$ cat src/rtl/uart_receiver_if.sv
// ----------------------------------------------------------------------------
// uart_receiver_if
//   Bundles the serial line and the downstream valid/ready word interface of
//   the UART receiver.
//
//   Signals:
//     rx          serial line into the receiver (idles high)
//     data_out    last received word, stable while data_valid=1
//     data_valid  an unconsumed word is on data_out
//     data_ready  consumer accepts the word this cycle
//     frame_err   one-cycle pulse: stop bit sampled low
//     overrun     one-cycle pulse: good frame dropped, previous word unconsumed
//     rx_busy     receiver state machine is not idle
//
//   Modports:
//     master  the receiver side (drives the word interface)
//     slave   the line driver / consumer side
// ----------------------------------------------------------------------------
interface uart_receiver_if #(
    parameter int DATA_WIDTH = 8
);
    logic                  rx;
    logic [DATA_WIDTH-1:0] data_out;
    logic                  data_valid;
    logic                  data_ready;
    logic                  frame_err;
    logic                  overrun;
    logic                  rx_busy;

    modport master (
        input  rx,
        input  data_ready,
        output data_out,
        output data_valid,
        output frame_err,
        output overrun,
        output rx_busy
    );

    modport slave (
        output rx,
        output data_ready,
        input  data_out,
        input  data_valid,
        input  frame_err,
        input  overrun,
        input  rx_busy
    );
endinterface

$ cat src/rtl/uart_receiver.sv
// ----------------------------------------------------------------------------
// uart_receiver
//   Oversampling UART receiver. The line is synchronised with two flops, the
//   start bit is validated at mid-bit, then data bits (LSB first) and the stop
//   bit are sampled at mid-bit. Received words are offered on a valid/ready
//   interface with framing-error and overrun pulses.
//
//   Parameters:
//     CLOCKS_PER_PULSE  clocks per bit period (even, >= 4)
//     DATA_WIDTH        data bits per frame (>= 2)
//
//   Ports:
//     clk   system clock, rising edge
//     rst   synchronous active-high reset
//     bus   uart_receiver_if.master (rx, data_ready in; data_out, data_valid,
//           frame_err, overrun, rx_busy out)
// ----------------------------------------------------------------------------
module uart_receiver #(
    parameter int CLOCKS_PER_PULSE = 16,
    parameter int DATA_WIDTH       = 8
) (
    input  logic              clk,
    input  logic              rst,
    uart_receiver_if.master   bus
);
    localparam int CNT_W = $clog2(CLOCKS_PER_PULSE);
    localparam int BIT_W = $clog2(DATA_WIDTH) + 1;

    localparam logic [CNT_W-1:0] CNT_HALF = CNT_W'(CLOCKS_PER_PULSE / 2 - 1);
    localparam logic [CNT_W-1:0] CNT_LAST = CNT_W'(CLOCKS_PER_PULSE - 1);
    localparam logic [BIT_W-1:0] BIT_LAST = BIT_W'(DATA_WIDTH - 1);

    typedef enum logic [2:0] {
        S_IDLE    = 3'd0,
        S_START   = 3'd1,
        S_DATA    = 3'd2,
        S_STOP    = 3'd3,
        S_RECOVER = 3'd4
    } state_t;

    state_t                r_state;
    logic                  r_rx_meta;
    logic                  r_rx_s;
    logic [CNT_W-1:0]      r_clk_cnt;
    logic [BIT_W-1:0]      r_bit_cnt;
    logic [DATA_WIDTH-1:0] r_shift;
    logic [DATA_WIDTH-1:0] r_data_out;
    logic                  r_data_valid;
    logic                  r_frame_err;
    logic                  r_overrun;
    logic                  r_rx_busy;

    logic                  w_xfer;

    assign w_xfer = r_data_valid & bus.data_ready;

    // NOTE: every register here is updated with <= so all of them see the
    // pre-edge values of each other, exactly like real flops.
    always_ff @(posedge clk) begin
        if (rst) begin
            r_state      <= S_IDLE;
            // NOTE: synchroniser flops reset to the idle line level so the
            // FSM cannot see a false start edge as reset releases.
            r_rx_meta    <= 1'b1;
            r_rx_s       <= 1'b1;
            r_clk_cnt    <= '0;
            r_bit_cnt    <= '0;
            r_shift      <= '0;
            r_data_out   <= '0;
            r_data_valid <= 1'b0;
            r_frame_err  <= 1'b0;
            r_overrun    <= 1'b0;
            r_rx_busy    <= 1'b0;
        end else begin
            r_rx_meta   <= bus.rx;
            r_rx_s      <= r_rx_meta;
            r_frame_err <= 1'b0;
            r_overrun   <= 1'b0;

            // A load in STOP below overrides this clear.
            if (w_xfer) begin
                r_data_valid <= 1'b0;
            end

            case (r_state)
                S_IDLE: begin
                    if (!r_rx_s) begin
                        r_state   <= S_START;
                        r_clk_cnt <= '0;
                        r_rx_busy <= 1'b1;
                    end
                end

                S_START: begin
                    if (r_clk_cnt == CNT_HALF) begin
                        if (!r_rx_s) begin
                            r_state   <= S_DATA;
                            r_clk_cnt <= '0;
                            r_bit_cnt <= '0;
                        end else begin
                            // Start bit did not hold to mid-bit: glitch.
                            r_state   <= S_IDLE;
                            r_rx_busy <= 1'b0;
                        end
                    end else begin
                        r_clk_cnt <= r_clk_cnt + 1'b1;
                    end
                end

                S_DATA: begin
                    if (r_clk_cnt == CNT_LAST) begin
                        r_clk_cnt <= '0;
                        // LSB arrives first, so shifting right leaves the
                        // word LSB-aligned after the last data bit.
                        r_shift   <= {r_rx_s, r_shift[DATA_WIDTH-1:1]};
                        r_bit_cnt <= r_bit_cnt + 1'b1;
                        if (r_bit_cnt == BIT_LAST) begin
                            r_state <= S_STOP;
                        end
                    end else begin
                        r_clk_cnt <= r_clk_cnt + 1'b1;
                    end
                end

                S_STOP: begin
                    if (r_clk_cnt == CNT_LAST) begin
                        r_clk_cnt <= '0;
                        if (r_rx_s) begin
                            if (!r_data_valid || w_xfer) begin
                                r_data_out   <= r_shift;
                                r_data_valid <= 1'b1;
                            end else begin
                                r_overrun <= 1'b1;
                            end
                            // Leaving at mid-stop lets a back-to-back start
                            // edge be caught on time.
                            r_state   <= S_IDLE;
                            r_rx_busy <= 1'b0;
                        end else begin
                            r_frame_err <= 1'b1;
                            r_state     <= S_RECOVER;
                        end
                    end else begin
                        r_clk_cnt <= r_clk_cnt + 1'b1;
                    end
                end

                S_RECOVER: begin
                    // Wait out a break so it yields only one frame_err.
                    if (r_rx_s) begin
                        r_state   <= S_IDLE;
                        r_rx_busy <= 1'b0;
                    end
                end

                default: begin
                    r_state   <= S_IDLE;
                    r_clk_cnt <= '0;
                    r_bit_cnt <= '0;
                    r_rx_busy <= 1'b0;
                end
            endcase
        end
    end

    assign bus.data_out   = r_data_out;
    assign bus.data_valid = r_data_valid;
    assign bus.frame_err  = r_frame_err;
    assign bus.overrun    = r_overrun;
    assign bus.rx_busy    = r_rx_busy;

endmodule

$ cat src/flat_wrapper.sv
// flat-port wrapper written by rule: the top's interface ports become plain ports
module uart_receiver_flat 
#(
    parameter int CLOCKS_PER_PULSE = 16,
    parameter int DATA_WIDTH       = 8
)
  (clk, rst, bus_rx, bus_data_ready, bus_data_out, bus_data_valid, bus_frame_err, bus_overrun, bus_rx_busy);
  uart_receiver_if #(.DATA_WIDTH(DATA_WIDTH)) bus_i ();
  input  logic clk;
  input  logic rst;
  input wire logic [$bits(bus_i.rx)-1:0] bus_rx;
  input wire logic [$bits(bus_i.data_ready)-1:0] bus_data_ready;
  output wire logic [$bits(bus_i.data_out)-1:0] bus_data_out;
  output wire logic [$bits(bus_i.data_valid)-1:0] bus_data_valid;
  output wire logic [$bits(bus_i.frame_err)-1:0] bus_frame_err;
  output wire logic [$bits(bus_i.overrun)-1:0] bus_overrun;
  output wire logic [$bits(bus_i.rx_busy)-1:0] bus_rx_busy;
  assign bus_i.rx = bus_rx;
  assign bus_i.data_ready = bus_data_ready;
  assign bus_data_out = bus_i.data_out;
  assign bus_data_valid = bus_i.data_valid;
  assign bus_frame_err = bus_i.frame_err;
  assign bus_overrun = bus_i.overrun;
  assign bus_rx_busy = bus_i.rx_busy;
  uart_receiver #(.CLOCKS_PER_PULSE(CLOCKS_PER_PULSE), .DATA_WIDTH(DATA_WIDTH)) u_core (.clk(clk), .rst(rst), .bus(bus_i));
endmodule
$ cat config.mk
export PLATFORM = sky130hd
export DESIGN_NAME = uart_receiver_flat
export DESIGN_NICKNAME = d
export VERILOG_FILES = /design/src/rtl/uart_receiver_if.sv /design/src/rtl/uart_receiver.sv /design/src/flat_wrapper.sv
export SDC_FILE = /design/constraint.sdc
export NUM_CORES = 1
export LEC_CHECK = 0
export CORE_AREA = 2 2 65 67
export CTS_CLUSTER_SIZE = 25
export DETAILED_ROUTE_END_ITERATION = 6
export DIE_AREA = 0 0 67 69
export GPL_ROUTABILITY_DRIVEN = 0
export SKIP_CTS_REPAIR_TIMING = 1
export SYNTH_ARGS = -nofsm -noshare
export SYNTH_HDL_FRONTEND = slang
export SYNTH_SLANG_ARGS = --single-unit
$ cat constraint.sdc
create_clock -name clk -period 2.7 [get_ports clk]
set_clock_uncertainty 0.05 [all_clocks]
set_input_delay 0.27 -clock clk [delete_from_list [all_inputs] [get_ports clk]]
set_output_delay 0.27 -clock clk [all_outputs]
set_load 0.05 [all_outputs]
* Word-level counts from Yosys, hierarchy flattened
Cells that the tools add are included.
Widths: inputs -> output; s select.
** Word-level totals
- Register bits after elaboration :: 33
- Bits in latches :: 0
- RAM bits :: 0
- Bits in read-only memories :: 0
- Input port bits :: 4
- Output and inout bits :: 12
- Logic and storage cells :: 74
- Memories :: 0
** Cells by class
- Add/subtract/negate cells :: 2
- Multiply operators :: 0
- Divide/modulo/power cells :: 0
- $lt $le $gt $ge :: 0
- Equal/unequal tests :: 14
- Shift operators :: 0
- Mux-type cells :: 29
- Bitwise operators :: 6
- Reductions and logical operators :: 12
** Operators with widths (number)
- $mux 4 :: 6
- $mux 3 :: 7
- $pmux 4 s4 :: 1
- $pmux 3 s5 :: 1
- $pmux 4 s3 :: 1
- $reduce_and 4->1 :: 3
- $mux 1 :: 11
- $ne 2x1->1 const B :: 5
- $add 4x1->4 const B :: 2
- $eq 4x3->1 const B :: 2
- $eq 3x2->1 const B :: 2
- $reduce_and 6->1 :: 1
- $reduce_or 3->1 :: 2
- $not 1->1 :: 5
- $pmux 1 s5 :: 1
- $eq 4x4->1 const B :: 1
- $ne 2x2->1 const B :: 2
- $reduce_or 4->1 :: 1
- $eq 3x1->1 const B :: 1
- $eq 3x3->1 const B :: 1
- $logic_not 3->1 :: 1
- $mux 2 :: 1
- $reduce_and 2->1 :: 1
- $reduce_or 2->1 :: 1
- other kinds (3) :: 3

* Longest topological paths before layout
- Depth in word-level cells :: 6
- Gate-level depth with buffers :: 6
- Depth with buffers taken out :: 5

* Worst setup path before layout
No wires, ideal clock.
- Path type :: register to register
- Start :: register u_core.r_clk_cnt[0]
- End :: register u_core.r_data_out[0] (netlist: u_core.bus.data_out[0])
- Setup time :: 0.128 ns
- Arrival :: 1.530 ns
- Data required time :: 2.522 ns
- Slack :: 0.993 ns
- Cell stages (with the launch flop) :: 7
- Path buffers :: 1
- Clock period less this slack :: 1.707 ns
- Cell sequence :: dfxtp_1 ha_1 nand3_1 nor4b_1 buf_2 mux2i_1 nor2_1
** On the way
- Longest elaborated chain between the ends :: 2
** RTL lines
- start, declared :: line uart_receiver.sv:44 : logic [CNT_W-1:0] r_clk_cnt;
- start signal, assigned :: line uart_receiver.sv:106 : r_clk_cnt <= r_clk_cnt + 1'b1;
- start signal, assigned :: line uart_receiver.sv:121 : r_clk_cnt <= r_clk_cnt + 1'b1;
- start signal, assigned :: line uart_receiver.sv:144 : r_clk_cnt <= r_clk_cnt + 1'b1;
- $eq 4x4->1 :: line uart_receiver.sv:126 : if (r_clk_cnt == CNT_LAST) begin
- $reduce_and 4->1 (no line)
- end signal, assigned :: line uart_receiver.sv:130 : r_data_out <= r_shift;
- end, declared :: line uart_receiver.sv:47 : logic [DATA_WIDTH-1:0] r_data_out;
No other way between the ends.
A chain may end at the register's enable or synchronous reset.

* Final worst setup path
- Start :: register u_core.r_state[1]
- End :: register u_core.r_bit_cnt[3]
** On the way
- Longest elaborated chain between the ends :: 4
- Elaborated cells on any way between the ends :: 12
- Classes of those cells :: eq/ne (7); mux (1); bitwise (1); reduce/logical (3)
** RTL lines
- start, declared :: line uart_receiver.sv:41 : state_t r_state;
- start signal, assigned :: line uart_receiver.sv:61 : r_state <= S_IDLE;
- start signal, assigned :: line uart_receiver.sv:88 : r_state <= S_START;
- start signal, assigned :: line uart_receiver.sv:97 : r_state <= S_DATA;
- $eq 3x2->1 (tied with other cells) :: line uart_receiver.sv:85 : case (r_state)
- $reduce_or 3->1 (no line)
- $not 1->1 (no line)
- $reduce_and 4->1 (no line)
- end signal, assigned :: line uart_receiver.sv:116 : r_bit_cnt <= r_bit_cnt + 1'b1;
- end, declared :: line uart_receiver.sv:45 : logic [BIT_W-1:0] r_bit_cnt;
Parallel ways exist; a longest one is shown, timed or not.

==> impl_metrics.csv <==
group,metric,value,unit
final_layout,final_cell_mix,"dfxtp_1 (33), nand2_1 (18), nor2_1 (15), clkdlybuf4s50_1 (15), a21oi_1 (14)",
final_layout,final_layout_size_suffix_gt1_frac,0.109,
timing,max-slew-margin-rel,0.614,
clock_network,cts-htree-levels,2,
floorplan,die-area,4620,µm²
clock_network,cts_tree,"built",
global_route,grt_pass1_wl,4.50,mm
timing,worst-slew-pin-transition,0.572,ns
detailed_routing,drc,0,
clock_network,clock-sinks,33,
clock_network,clk_latency,0.28,ns
global_route,grt_start_max_net_pins,20,
clock_network,cts_made_buffers,5,
timing,rsz0062_at_grt,"no",
timing,hold_viol_final,0,
synthesis,yosys_warnings,0,
timing,max_freq,502,MHz
synthesis,yosys.area.top_type,"dfxtp_1",
global_route,grt_overflow,0,
critical_path,r2r-end,"u_core.r_bit_cnt[3]",
timing,finalMaxSlewViolations,0,
detailed_routing,wl_per_cell,11.9,µm
final_layout,fillers,389,
global_route,track_usage,0.126,
power_and_ir_drop,netSwitchingFraction,0.198,
detailed_routing,drt-pass1-iter-count,4,
synthesis,yosysSeqAreaShare,0.461,
detailed_routing,num_vias,1155,
critical_path,critical_path.max_stage_delay,0.55,ns
synthesis,synthDominantCellAreaShare,0.461,
power_and_ir_drop,seqPwrFrac,0.492,
synthesis,syn-instance-count,161,
synthesis,synthesis.area,1430,µm²
global_route,first_global_vias,951,
detailed_routing,vias_per_cell,5.13,
critical_path,reg2reg_depth,4,
timing,period_needed,1.99,ns
critical_path,timing.critical_path.from_type,"flop",
flow_run,cap_violations,0,
critical_path,crit_path_end,"u_core.r_bit_cnt[3]",
critical_path,path_delay_family,"simple AND/OR/NAND/NOR gates",
final_layout,n_antenna_cell,0,
floorplan,num_rows,23,
final_layout,multiInputGateArea,712,µm²
critical_path,crit_cells,4,
timing,setup_violations,0,
power_and_ir_drop,peakVddDrop,259,µV
floorplan,core_area,3910,µm²
critical_path,startpoint,"u_core.r_state[1]",
final_layout,final_nets,180,
final_layout,seqCellArea,661,µm²
floorplan,start_util,0.366,
floorplan,die_w,67,µm
critical_path,cpMaxStageDelayCell,"dfxtp_1",
critical_path,required,2.83,ns
critical_path,critical_path_class,"reg2reg",
power_and_ir_drop,p_comb_frac,0.030,
synthesis,ys_types,42,
timing,finalSetupTns,0,ns
detailed_routing,ant_nets,0,
critical_path,timing.rr.start,"u_core.r_state[1]",
run_status,outcome,"finished clean",
floorplan,io_pins,16,
place,place_hpwl,1.87,mm
power_and_ir_drop,p_int,804,µW
critical_path,path_max_fanout,13,
power_and_ir_drop,leakage,0.000561,µW
synthesis,syn_area_per_cell,8.90,µm²
detailed_routing,finalWirelength,2.68,mm
clock_network,cts.path.max_buffers,2,
critical_path,crit_path_end_kind,"flop",
synthesis,synth.area.top_cells,"dfxtp_1 (46%), mux2i_1 (7.0%), a21oi_1 (4.9%), nand2_1 (4.7%), nor2_1 (3.9%)",
power_and_ir_drop,power_density,578,nW/µm²
clock_network,path_clk_slew,0.07,ns
final_layout,synthToLayoutAreaGrowth,21.1,%
place,portBuffers,15,
place,pre_cts_ws,0.770,ns
power_and_ir_drop,p_switching,198,µW
final_layout,final_common_cell,"dfxtp_1",
critical_path,critPathBufInv,0,
detailed_routing,first_iter_violations,41,
critical_path,r2r_slack,0.71,ns
clock_network,root_buffer,"clkbuf_8",
min_path,hold_path_class,"reg2reg",
timing,min_period_over_period,0.737,
global_route,antenna_found_initial,0,
timing,setup_ws,0.709,ns
floorplan,die_h,69,µm
synthesis,syn_nets,167,
critical_path,cp_cell_sequence,"or3b_4 > nor2_2 > a41oi_1 > a311oi_1",
critical_path,crit_arrival,2.12,ns
power_and_ir_drop,pwr-share-clk,0.478,
synthesis,synth-seq-cells,33,
registers in the layout, summed over array words and instances (netlist names):
| name | flops |
|---|---|
| u_core.r_clk_cnt | 4 |
| u_core.bus.frame_err | 1 |
| u_core.bus.data_valid | 1 |
| u_core.r_bit_cnt | 4 |
| u_core.r_rx_s | 1 |
| u_core.r_shift | 8 |
| u_core.bus.overrun | 1 |
| u_core.bus.data_out | 8 |
| u_core.bus.rx_busy | 1 |
| u_core.r_rx_meta | 1 |
| u_core.r_state | 3 |
kinds of logic after synthesis:
kind of cell,count (synthesis),share of synthesized area
buf+inv,15,0.0463
mux,11,0.0777
compound gates,33,0.151
fa+ha+maj,2,0.0175
flops,33,0.461
xor+xnor,1,0.00611
simple gates,66,0.240
area by class of cell:
class	instances	area share
well taps	50	0.0360
clock inverters	1	0.0173
repair buffers	18	0.0995
inverters	3	0.00649
multi-input cells	113	0.410
clock buffers	7	0.0497
flip-flops and latches	33	0.381
Yosys cell counts, drive strengths merged:
library cell / instances
inv: 3
nand2: 18
nor4b: 2
dfxtp: 33
nand3: 4
nor3b: 1
nand4b: 2
o31ai: 1
nor3: 2
or2: 4
ha: 2
a2111oi: 2
nand3b: 2
a22o: 1
a311oi: 2
a31o: 1
nor2b: 1
o31a: 1
o21ai: 3
clkbuf: 6
or3: 2
a41oi: 1
or3b: 2
a211oi: 2
mux2i: 10
and3: 1
nand2b: 7
a31oi: 2
buf: 6
mux2: 1
a311o: 1
o21a: 1
a21oi: 14
a2bb2oi: 1
xnor2: 1
nor4: 2
nor2: 16
power by group through the flow:
stage / sequential (µW) / combinational (µW) / clock [µW]
global route: 494 / 32.8 / 512
global placement: 505 / 30.0 / 0
detailed placement: 505 / 30.5 / 0
finish: 494 / 30.1 / 479
CTS: 494 / 30.4 / 493
floorplan: 505 / 19.4 / 0
routing by layer:
layer,vias to the layer above,wire length [µm],track usage
met3,5,94,0.0392
met5,-,0,0
met4,0,65,0.0748
li1,593,-,-
met2,20,1210,0.173
met1,537,1300,0.171
worst min path at each step:
stage,start,end,slack (ns),cells past startpoint
2_1_floorplan,bus_rx,u_core.r_rx_meta,0.32,1
3_3_place_gp,u_core.r_rx_meta,u_core.r_rx_s,0.34,1
3_5_place_dp,u_core.r_rx_meta,u_core.r_rx_s,0.35,1
4_1_cts,u_core.r_rx_meta,u_core.r_rx_s,0.36,1
5_1_grt,u_core.r_rx_meta,u_core.r_rx_s,0.38,1
6_report,u_core.r_rx_meta,u_core.r_rx_s,0.36,1
per-stage QoR:
step                instance area [µm²]  utilization  power, µW  hold slack, ns  instances
floorplan                          1430            -        524           0.324        161
global placement                   1620        0.414        535           0.342        217
detailed placement                 1620        0.414        535           0.348        217
CTS                                1740        0.443       1020           0.363        225
global route                       1740        0.443       1040           0.376        225
finish                             1740        0.443       1000           0.360        225
Note: power is estimated with default switching activity, not from simulation.
